**config.mk**
```make
export PLATFORM = sky130hd
export DESIGN_NAME = vld_beat_packer_flat
export DESIGN_NICKNAME = d
export VERILOG_FILES = /design/src/rtl/vld_beat_packer_pkg.sv /design/src/rtl/vld_beat_packer_if.sv /design/src/rtl/vld_beat_packer.sv /design/src/flat_wrapper.sv
export SDC_FILE = /design/constraint.sdc
export NUM_CORES = 1
export LEC_CHECK = 0
export ABC_CLOCK_PERIOD_IN_PS = 3600
export BUFFER_PORTS_ARGS = -buffer_cell sky130_fd_sc_hd__buf_2
export CAP_MARGIN = 0
export CORE_MARGIN = 1
export CORE_UTILIZATION = 40
export DETAILED_ROUTE_END_ITERATION = 6
export PLACE_DENSITY = 0.68
export SLEW_MARGIN = 15
export SYNTH_ARGS = -nofsm -noshare
export SYNTH_HDL_FRONTEND = slang
export SYNTH_SLANG_ARGS = --single-unit
```
**constraint.sdc**
```tcl
create_clock -name clk_i -period 3.6 [get_ports clk_i]
set_clock_uncertainty 0.15 [all_clocks]
set_input_delay 0.72 -clock clk_i [delete_from_list [all_inputs] [get_ports clk_i]]
set_output_delay 0.72 -clock clk_i [all_outputs]
set_load 0.01 [all_outputs]
```
**src/rtl/vld_beat_packer_pkg.sv**
```systemverilog
// Shared types and sizing for the vector-load beat packer.
// Word geometry comes from vrf_data_t; NrLane words form one ByteBlock.
package vld_beat_packer_pkg;

  localparam int unsigned NrLane  = 4;
  localparam int unsigned VlenW   = 16;
  localparam int unsigned InsnIdW = 4;

  typedef logic [63:0]        vrf_data_t;
  typedef logic [VlenW-1:0]   vlen_t;
  typedef logic [InsnIdW-1:0] insn_id_t;

  // One extra bit so ceil() of the largest length cannot wrap.
  typedef logic [VlenW:0]     vcnt_t;

  localparam int unsigned WordBytes    = $bits(vrf_data_t) / 8;
  localparam int unsigned ByteBlock    = NrLane * WordBytes;
  localparam int unsigned DefBeatBytes = 4;
  localparam int unsigned BeatsPerWord = WordBytes / DefBeatBytes;

  typedef enum logic [1:0] {
    IDLE,
    FILL,
    PAD,
    DONE
  } packer_state_e;

  function automatic vcnt_t ceil_div(vlen_t a, int unsigned b);
    vcnt_t num;
    num = {1'b0, a} + vcnt_t'(b - 1);
    return num / vcnt_t'(b);
  endfunction

endpackage

```
**src/rtl/vld_beat_packer_if.sv**
```systemverilog
// Command, memory-response, load-operand and completion signals of the beat packer.
// slave is the packer side, master is the environment driving it.
interface vld_beat_packer_if #(
  parameter int unsigned BeatBytes = vld_beat_packer_pkg::DefBeatBytes
);
  import vld_beat_packer_pkg::*;

  logic                   cmd_valid_i;
  logic                   cmd_ready_o;
  vlen_t                  cmd_vlB_i;
  insn_id_t               cmd_id_i;
  logic                   mem_rvalid_i;
  logic                   mem_rready_o;
  logic [BeatBytes*8-1:0] mem_rdata_i;
  logic                   mem_rerr_i;
  logic                   load_op_valid_o;
  logic                   load_op_ready_i;
  vrf_data_t              load_op_o;
  logic                   done_o;
  logic                   done_gnt_i;
  insn_id_t               done_id_o;
  logic                   done_err_o;

  modport slave (
    input  cmd_valid_i, cmd_vlB_i, cmd_id_i,
    input  mem_rvalid_i, mem_rdata_i, mem_rerr_i,
    input  load_op_ready_i, done_gnt_i,
    output cmd_ready_o, mem_rready_o, load_op_valid_o, load_op_o,
    output done_o, done_id_o, done_err_o
  );

  modport master (
    output cmd_valid_i, cmd_vlB_i, cmd_id_i,
    output mem_rvalid_i, mem_rdata_i, mem_rerr_i,
    output load_op_ready_i, done_gnt_i,
    input  cmd_ready_o, mem_rready_o, load_op_valid_o, load_op_o,
    input  done_o, done_id_o, done_err_o
  );

endinterface

```
**src/rtl/vld_beat_packer.sv**
```systemverilog
// Packs memory beats into vrf_data_t words and pads each instruction to a whole ByteBlock.
// Define VLD_PACKER_ZERO_FILL_EN to zero the bytes past vlB and the pad words.
module vld_beat_packer
  import vld_beat_packer_pkg::*;
#(
  parameter int unsigned BeatBytes = DefBeatBytes
) (
  input  logic             clk_i,
  input  logic             rst_ni,
  vld_beat_packer_if.slave bus
);

  localparam int unsigned BeatW = BeatBytes * 8;
  localparam int unsigned Bpw   = WordBytes / BeatBytes;
  localparam int unsigned IdxW  = (Bpw > 1) ? $clog2(Bpw) : 1;
  localparam int unsigned PadW  = (NrLane > 1) ? $clog2(NrLane) : 1;

  typedef logic [IdxW-1:0] idx_t;
  typedef logic [PadW-1:0] pad_t;

  packer_state_e    state_q, state_d;
  vcnt_t            beats_left_q, beats_left_d;
  pad_t             pad_left_q, pad_left_d;
  idx_t             beat_idx_q, beat_idx_d;
  logic             valid_q, valid_d;
  logic             err_q, err_d;
  vrf_data_t        asm_q, asm_d;
  insn_id_t         id_q, id_d;
  vcnt_t            words;
  logic [BeatW-1:0] beat_data;
  logic             mem_rready, beat_hs, word_hs, last_beat;

`ifdef VLD_PACKER_ZERO_FILL_EN
  localparam int unsigned OffW = (BeatBytes > 1) ? $clog2(BeatBytes) : 1;
  logic [OffW-1:0] tail_q, tail_d;
`endif

  // A new beat may land in the same cycle the held word is taken.
  assign mem_rready = (state_q == FILL) && (beats_left_q != '0) &&
                      (!valid_q || bus.load_op_ready_i);
  assign beat_hs    = mem_rready && bus.mem_rvalid_i;
  assign word_hs    = valid_q && bus.load_op_ready_i;
  assign last_beat  = (beats_left_q == vcnt_t'(1));

  always_comb begin
    state_d      = state_q;
    beats_left_d = beats_left_q;
    pad_left_d   = pad_left_q;
    beat_idx_d   = beat_idx_q;
    valid_d      = valid_q;
    err_d        = err_q;
    asm_d        = asm_q;
    id_d         = id_q;
    words        = ceil_div(bus.cmd_vlB_i, WordBytes);
    beat_data    = bus.mem_rdata_i;
`ifdef VLD_PACKER_ZERO_FILL_EN
    tail_d = tail_q;
    for (int b = 0; b < int'(BeatBytes); b++) begin
      if (last_beat && (tail_q != '0) && (b >= int'(tail_q))) begin
        beat_data[b*8 +: 8] = 8'h00;
      end
    end
`endif

    unique case (state_q)
      IDLE: begin
        if (bus.cmd_valid_i) begin
          id_d         = bus.cmd_id_i;
          err_d        = 1'b0;
          beat_idx_d   = '0;
          beats_left_d = ceil_div(bus.cmd_vlB_i, BeatBytes);
          pad_left_d   = pad_t'((vcnt_t'(NrLane) - (words % vcnt_t'(NrLane))) % vcnt_t'(NrLane));
`ifdef VLD_PACKER_ZERO_FILL_EN
          tail_d       = OffW'(bus.cmd_vlB_i % vlen_t'(BeatBytes));
`endif
          state_d      = (bus.cmd_vlB_i == '0) ? DONE : FILL;
        end
      end

      FILL: begin
        if (word_hs) begin
          valid_d = 1'b0;
        end
        if (beat_hs) begin
`ifdef VLD_PACKER_ZERO_FILL_EN
          if (beat_idx_q == '0) begin
            asm_d = '0;
          end
`endif
          for (int b = 0; b < int'(Bpw); b++) begin
            if (beat_idx_q == idx_t'(b)) begin
              asm_d[b*BeatW +: BeatW] = beat_data;
            end
          end
          beats_left_d = beats_left_q - vcnt_t'(1);
          err_d        = err_q | bus.mem_rerr_i;
          if ((beat_idx_q == idx_t'(Bpw - 1)) || last_beat) begin
            beat_idx_d = '0;
            valid_d    = 1'b1;
          end else begin
            beat_idx_d = beat_idx_q + idx_t'(1);
          end
        end else if (word_hs && (beats_left_q == '0)) begin
          // Final data word just left; either pad out the ByteBlock or finish.
          if (pad_left_q != '0) begin
            state_d = PAD;
            valid_d = 1'b1;
`ifdef VLD_PACKER_ZERO_FILL_EN
            asm_d   = '0;
`endif
          end else begin
            state_d = DONE;
          end
        end
      end

      PAD: begin
        if (word_hs) begin
          pad_left_d = pad_left_q - pad_t'(1);
          if (pad_left_q == pad_t'(1)) begin
            valid_d = 1'b0;
            state_d = DONE;
          end
        end
      end

      DONE: begin
        if (bus.done_gnt_i) begin
          state_d = IDLE;
        end
      end
    endcase
  end

  always_ff @(posedge clk_i or negedge rst_ni) begin
    if (!rst_ni) begin
      state_q      <= IDLE;
      beats_left_q <= '0;
      pad_left_q   <= '0;
      beat_idx_q   <= '0;
      valid_q      <= 1'b0;
      err_q        <= 1'b0;
    end else begin
      state_q      <= state_d;
      beats_left_q <= beats_left_d;
      pad_left_q   <= pad_left_d;
      beat_idx_q   <= beat_idx_d;
      valid_q      <= valid_d;
      err_q        <= err_d;
    end
  end

  // Data-path registers carry no reset; valid_q qualifies them.
  always_ff @(posedge clk_i) begin
    asm_q <= asm_d;
    id_q  <= id_d;
`ifdef VLD_PACKER_ZERO_FILL_EN
    tail_q <= tail_d;
`endif
  end

  assign bus.cmd_ready_o     = (state_q == IDLE);
  assign bus.mem_rready_o    = mem_rready;
  assign bus.load_op_valid_o = valid_q;
  assign bus.load_op_o       = asm_q;
  assign bus.done_o          = (state_q == DONE);
  assign bus.done_id_o       = id_q;
  assign bus.done_err_o      = err_q;

endmodule
```
**src/flat_wrapper.sv**
```systemverilog
// flat-port wrapper written by rule: the top's interface ports become plain ports
module vld_beat_packer_flat import vld_beat_packer_pkg::*;
#(
  parameter int unsigned BeatBytes = DefBeatBytes
)
  (clk_i, rst_ni, bus_cmd_valid_i, bus_cmd_vlB_i, bus_cmd_id_i, bus_mem_rvalid_i, bus_mem_rdata_i, bus_mem_rerr_i, bus_load_op_ready_i, bus_done_gnt_i, bus_cmd_ready_o, bus_mem_rready_o, bus_load_op_valid_o, bus_load_op_o, bus_done_o, bus_done_id_o, bus_done_err_o);
  vld_beat_packer_if #(.BeatBytes(BeatBytes)) bus_i ();
  input  logic clk_i;
  input  logic rst_ni;
  input wire logic [$bits(bus_i.cmd_valid_i)-1:0] bus_cmd_valid_i;
  input wire logic [$bits(bus_i.cmd_vlB_i)-1:0] bus_cmd_vlB_i;
  input wire logic [$bits(bus_i.cmd_id_i)-1:0] bus_cmd_id_i;
  input wire logic [$bits(bus_i.mem_rvalid_i)-1:0] bus_mem_rvalid_i;
  input wire logic [$bits(bus_i.mem_rdata_i)-1:0] bus_mem_rdata_i;
  input wire logic [$bits(bus_i.mem_rerr_i)-1:0] bus_mem_rerr_i;
  input wire logic [$bits(bus_i.load_op_ready_i)-1:0] bus_load_op_ready_i;
  input wire logic [$bits(bus_i.done_gnt_i)-1:0] bus_done_gnt_i;
  output wire logic [$bits(bus_i.cmd_ready_o)-1:0] bus_cmd_ready_o;
  output wire logic [$bits(bus_i.mem_rready_o)-1:0] bus_mem_rready_o;
  output wire logic [$bits(bus_i.load_op_valid_o)-1:0] bus_load_op_valid_o;
  output wire logic [$bits(bus_i.load_op_o)-1:0] bus_load_op_o;
  output wire logic [$bits(bus_i.done_o)-1:0] bus_done_o;
  output wire logic [$bits(bus_i.done_id_o)-1:0] bus_done_id_o;
  output wire logic [$bits(bus_i.done_err_o)-1:0] bus_done_err_o;
  assign bus_i.cmd_valid_i = bus_cmd_valid_i;
  assign bus_i.cmd_vlB_i = bus_cmd_vlB_i;
  assign bus_i.cmd_id_i = bus_cmd_id_i;
  assign bus_i.mem_rvalid_i = bus_mem_rvalid_i;
  assign bus_i.mem_rdata_i = bus_mem_rdata_i;
  assign bus_i.mem_rerr_i = bus_mem_rerr_i;
  assign bus_i.load_op_ready_i = bus_load_op_ready_i;
  assign bus_i.done_gnt_i = bus_done_gnt_i;
  assign bus_cmd_ready_o = bus_i.cmd_ready_o;
  assign bus_mem_rready_o = bus_i.mem_rready_o;
  assign bus_load_op_valid_o = bus_i.load_op_valid_o;
  assign bus_load_op_o = bus_i.load_op_o;
  assign bus_done_o = bus_i.done_o;
  assign bus_done_id_o = bus_i.done_id_o;
  assign bus_done_err_o = bus_i.done_err_o;
  vld_beat_packer #(.BeatBytes(BeatBytes)) u_core (.clk_i(clk_i), .rst_ni(rst_ni), .bus(bus_i));
endmodule
```
## Word-level counts from Yosys, hierarchy flattened

Index checks and enable logic that the tools add are counted.

| word-level totals | value |
|---|---|
| word-level logic and storage cells | 81 |
| register bits after elaboration | 92 |

| cells by class | value |
|---|---|
| multiplexer cells | 29 |
| add/sub/neg operators | 6 |
| reductions and logical operators | 23 |
| bitwise operators | 2 |
| eq/ne operators | 12 |

Operators by type and width:

| kind | count |
|---|---|
| 2-to-1 mux 17 bit | 2 |
| case mux 17 bit (2 select lines) | 1 |
| 2-to-1 mux 2 bit | 9 |
| adder 16 x 2 -> 17 bit (second input constant) | 1 |
| equality test 17 x 1 -> 1 bit (second input constant) | 1 |
| logical NOT 17 bit | 1 |
| nonzero test 17 bit | 1 |
| subtractor 17 x 1 -> 17 bit (second input constant) | 1 |
| logical NOT 16 bit | 1 |
| AND reduction 3 bit | 5 |
| 2-to-1 mux 1 bit | 12 |
| inequality test 2 bit (second input constant) | 4 |
| case mux 2 bit (4 select lines) | 1 |
| nonzero test 2 bit | 4 |
| inequality test 2 x 1 -> 1 bit (second input constant) | 3 |
| case mux 1 bit (2 select lines) | 3 |
| AND reduction 6 bit | 1 |
| adder 5 x 3 -> 5 bit (second input constant) | 1 |
| logical AND 1 bit | 5 |
| equality test 2 x 1 -> 1 bit (second input constant) | 2 |
| equality test 2 bit (second input constant) | 2 |
| case mux 2 bit (2 select lines) | 1 |
| logical NOT 2 bit | 1 |
| logical OR 1 bit | 2 |
| 7 further kinds | 7 |

## Logic depth before layout (Yosys ltp)

| depth | value |
|---|---|
| word-level depth | 6 |
| mapped depth | 9 |
| mapped depth without buffers | 7 |

## Worst setup path after synthesis

No wires, ideal clock.

| path | value |
|---|---|
| path kind | flip-flop to flip-flop |
| start point | register u_core.beats_left_q[0] |
| end point | register u_core.asm_q[0] (netlist: u_core.bus.load_op_o[0]) (enable) |
| cell stages (with the launch flop) | 7 |
| data arrival time | 3340 ps |
| setup slack | -351 ps |
| library setup time | 461 ps |
| buffers on the path | 1 |
| cell sequence | dfrtp_1 -> inv_1 -> ha_1 -> nor4b_1 -> and4_2 -> buf_6 -> nor3_1 |

| on the way | value |
|---|---|
| word-level cells in the longest chain between the ends | 5 |

RTL lines:

| what | RTL line | text |
|---|---|---|
| start, declared | vld_beat_packer.sv:22 | `vcnt_t beats_left_q, beats_left_d;` |
| start signal, assigned | vld_beat_packer.sv:145 | `beats_left_q <= beats_left_d;` |
| nonzero test 17 bit | vld_beat_packer.sv:39 | `assign mem_rready = (state_q == FILL) && (beats_left_q != '0) &&` |
| logical AND 1 bit (2 in a row) | vld_beat_packer.sv:39 |  |
| logical AND 1 bit | vld_beat_packer.sv:41 | `assign beat_hs = mem_rready && bus.mem_rvalid_i;` |
| AND reduction 3 bit (no source line) | -- |  |
| end signal, assigned | vld_beat_packer.sv:155 | `asm_q <= asm_d;` |
| end, declared | vld_beat_packer.sv:27 | `vrf_data_t asm_q, asm_d;` |

Every way passes these cells.
A chain may end at the register's enable or synchronous reset.

## Final worst setup path

| path | value |
|---|---|
| start point | register u_core.beats_left_q[3] |
| end point | output port bus_mem_rready_o |

| on the way | value |
|---|---|
| word-level cells in the longest chain between the ends | 3 |

RTL lines:

| what | RTL line | text |
|---|---|---|
| nonzero test 17 bit | vld_beat_packer.sv:39 |  |
| logical AND 1 bit (2 in a row) | vld_beat_packer.sv:39 |  |
| end, declared | flat_wrapper.sv:19 | `output wire logic [$bits(bus_i.mem_rready_o)-1:0] bus_mem_rready_o;` |

Every way passes these cells.

==> summary.txt <==
Synthesized area per cell -> 13.0 um^2
Fraction of synthesized cell area in xor and xnor cells -> 2.58%
Met2 usage -> 29.9%
RSZ-0062 raised after global routing -> no
CTS H-tree depth -> 3
Layout cells sized above 1 -> 34.7%
Bufs on Longest Clock Path -> 2
Clock Latency Late Sink -> 0.35 ns
Pre-antenna DRT Iters -> 5
CP required -> 2.73 ns
Leading area contributor after synthesis -> edfxtp_1
CTS tree -> built
Starting density of the core -> 41.6%
Final net count -> 518
Routed WL per cell -> 15.8 um
Most frequent cell after synthesis -> edfxtp_1
FFs w/ async S/R, synth -> 26.1%
Switching fraction of total power -> 36.8%
Status -> completed
Tcrit/Tclk final -> 81.1%
Diodes inserted -> 0
Routability cong. -> 0.907
Critical Path AT -> 2.05 ns
Sequential power share -> 47.6%
Rows -> 36
Critical Setup Path Class -> flop to output port
Max-Cap Viols -> 0
Tot Pwr -> 3.25 mW
Register bit total from synthesis -> 92
Filler cells -> 891
Hold buffers post-CTS -> 0
Mapped cell area -> 4080 um^2
Clk slew on worst S/H paths -> 0.09 ns
Drt total wl -> 9.27 mm
Int Pwr -> 2.06 mW
Hold WS -> 0.208 ns
CP max stage cell -> nor4_4
Top cells by area, synth -> edfxtp_1 50%, dfrtp_1 15%, ha_1 2.8%
Die Wd -> 103 um
Max Slew Vio Count -> 0
Post-synth EDFFs -> 68
Fin util -> 51.4%
PwrDens -> 644 nW/um^2
GRT met3 Usage -> 4.07%
Vias in the first global route -> 2902
Post-cts repair resize count -> 0
Slew @ Worst Pin -> 0.884 ns
Cts bufs inserted -> 9
Top Ports -> 132
Share of the synthesized area in the top cell type -> 50.0%
Die Span Y -> 103 um
Final setup TNS -> 0 ns
CP Buf/Inv Count -> 1
First-pass GRT wire length -> 14.1 mm
CP delay by family, top -> simple AND/OR/NAND/NOR gates
Drt via density -> 5.39
Post-Syn Instances -> 315
Fin. Hold Viols -> 0
Largest net degree at the start of global routing -> 33
GR Util All Layers -> 17.8%
Max frequency -> 343 MHz
Hpwl dp -> 6.98 mm
Clk network pwr share -> 18.1%
Sequential share of the synthesized area -> 64.8%
Critical-path cell list -> nor4_4 > nand4_1 > and3_1 > buf_2
Worst path max stage delay -> 0.51 ns
VDD IR max -> 0.286 mV
Core area -> 9820 um^2
Final min period -> 2.92 ns
Setup bufs post-CTS -> 0
Logic pwr share -> 34.3%
Layout Cells excl Fill -> 588
Area Growth Syn to Fin -> 23.8%
Clk sink count -> 92
CP startpoint kind -> flop
Multiplexer share of the synthesized area -> 1.47%
P_leak -> 2.03 nW
Simple-gate area share of the yosys netlist -> 15.8%
CP Capture Type -> output port
Dpl cells -> 572
Cell variety after synth -> 53
Final ANT Viol Nets -> 0
DR vias -> 3167
Busiest grt layer -> met2
Compound-Gate Fraction of Synth Area -> 9.81%
Ys Warns -> 0
Detailed-route DRC error count -> 0
PortBufs -> 131
Initial antenna violation count -> 0
Grt met1 use -> 22.3%
Main combinational cell family by area after synthesis -> simple AND/OR/NAND/NOR gates
Ys flop type -> edfxtp_1
Max_slew headroom -> 41.1%
Switching power total -> 1.20 mW
CP max FO -> 10
Class of the worst hold path -> input port to asynchronous set/reset pin
Syn Nets -> 383
Post-synth top cells -> 68 x edfxtp_1, 24 x dfrtp_1, 20 x nand2_1
GRT overflow -> 0
Post-Synth Adder-Cell Area -> 2.76%
Iter 0 DRT Violations -> 129
Root buf cell -> clkbuf_8
# setup viols final -> 0
Die area -> 10600 um^2
sequential cells by signal (all words and copies together), names as in the netlist:
name,count
u_core.bus.done_err_o,1
u_core.bus.done_id_o,4
u_core.beats_left_q,17
u_core.bus.load_op_o,64
u_core.bus.load_op_valid_o,1
u_core.pad_left_q,2
u_core.state_q,2
u_core.beat_idx_q,1
power groups by stage:
stage | sequential, mW | combinational (mW) | clock (mW)
after floorplan | 1.58 | 0.699 | 0
after global placement | 1.56 | 1.09 | 0
after detailed placement | 1.57 | 1.12 | 0
after CTS | 1.55 | 1.12 | 0.616
after global routing | 1.57 | 1.25 | 0.652
final | 1.55 | 1.12 | 0.591
per-layer routing:
metal / wire length [um] / part of all wire [%]
met1: 3940 / 42
met2: 4390 / 47
met3: 850 / 9.2
met4: 97 / 1.0
met5: 0 / 0
final cells by class:
cell class / count / area, um^2 / share of cell area (%)
clock buffers: 9 / 124 / 2.45
clock inverters: 7 / 41.3 / 0.817
inverters: 13 / 48.8 / 0.966
multi-input cells: 198 / 1340 / 26.4
flip-flops and latches: 92 / 2640 / 52.3
well taps: 133 / 166 / 3.29
repair buffers: 136 / 693 / 13.7
cells in the final DEF, fill, tap and decap left out, types with 3 or more instances in the layout:
cell type | netlist | routed
buf_4 | 0 | 5
o211ai_1 | 3 | 3
buf_2 | 3 | 131
a211oi_1 | 4 | 4
xnor2_1 | 4 | 4
o31a_1 | 3 | 3
and3_1 | 5 | 5
or4_1 | 5 | 5
xor2_1 | 8 | 8
clkinv_1 | 1 | 4
edfxtp_1 | 68 | 68
nor4_1 | 9 | 9
inv_1 | 12 | 12
o21ai_0 | 13 | 13
nand2b_1 | 3 | 3
ha_1 | 9 | 9
nand3_1 | 11 | 11
nand4_1 | 8 | 8
dfrtp_1 | 24 | 24
clkbuf_8 | 0 | 9
a311oi_1 | 4 | 4
and4_1 | 3 | 3
and2_1 | 5 | 5
nor3_1 | 14 | 13
mux2i_1 | 6 | 6
a21oi_1 | 9 | 9
nor2_1 | 17 | 17
or3_1 | 5 | 5
nand2_1 | 20 | 20
path summary, 6_finish.rpt:
path / from / to / slack [ns] / cells after the start
worst min register to register: u_core.bus.done_err_o$_DFFE_PN0P_ / u_core.bus.done_err_o$_DFFE_PN0P_ / 0.35 / 2
worst max-delay path: u_core.beats_left_q[3]$_DFFE_PN0P_ / bus_mem_rready_o / 0.68 / 4
worst max register to register: u_core.state_q[0]$_DFFE_PN0P_ / u_core.beats_left_q[5]$_DFFE_PN0P_ / 0.70 / 7
min in group clk_i: u_core.bus.done_err_o$_DFFE_PN0P_ / u_core.bus.done_err_o$_DFFE_PN0P_ / 0.35 / 2
max in group asynchronous: rst_ni / u_core.beats_left_q[1]$_DFFE_PN0P_ / 2.70 / 1
worst min-delay path: rst_ni / u_core.beats_left_q[8]$_DFFE_PN0P_ / 0.21 / 1
worst reg2reg max path, delay by kind of cell, from the launching register on:
family                     cells  cell delay (ns)
buffers and inverters          1             0.11
and+or+nand+nor                1             0.13
AOI/OAI and AO/OA              3             1.07
muxes                          1             0.55
DFF                            1             0.42
adders and majority gates      1             0.36
kinds of logic after synthesis:
group | after synthesis
adders and majority gates | 9
and+or+nand+nor | 115
muxes | 6
AOI/OAI and AO/OA | 56
DFF | 92
buffers and inverters | 25
xor gates and xnor gates | 12
through the flow:
| stage | instance area (um^2) | setup WS, ns |
|---|---|---|
| after floorplan | 4090 | 0.643 |
| after global routing | 5050 | 0.395 |
| after detailed placement | 4890 | 0.741 |
| final | 5050 | 0.681 |
| after global placement | 4890 | 0.935 |
| after CTS | 5050 | 0.675 |
Note: power is estimated with default switching activity, not from simulation.
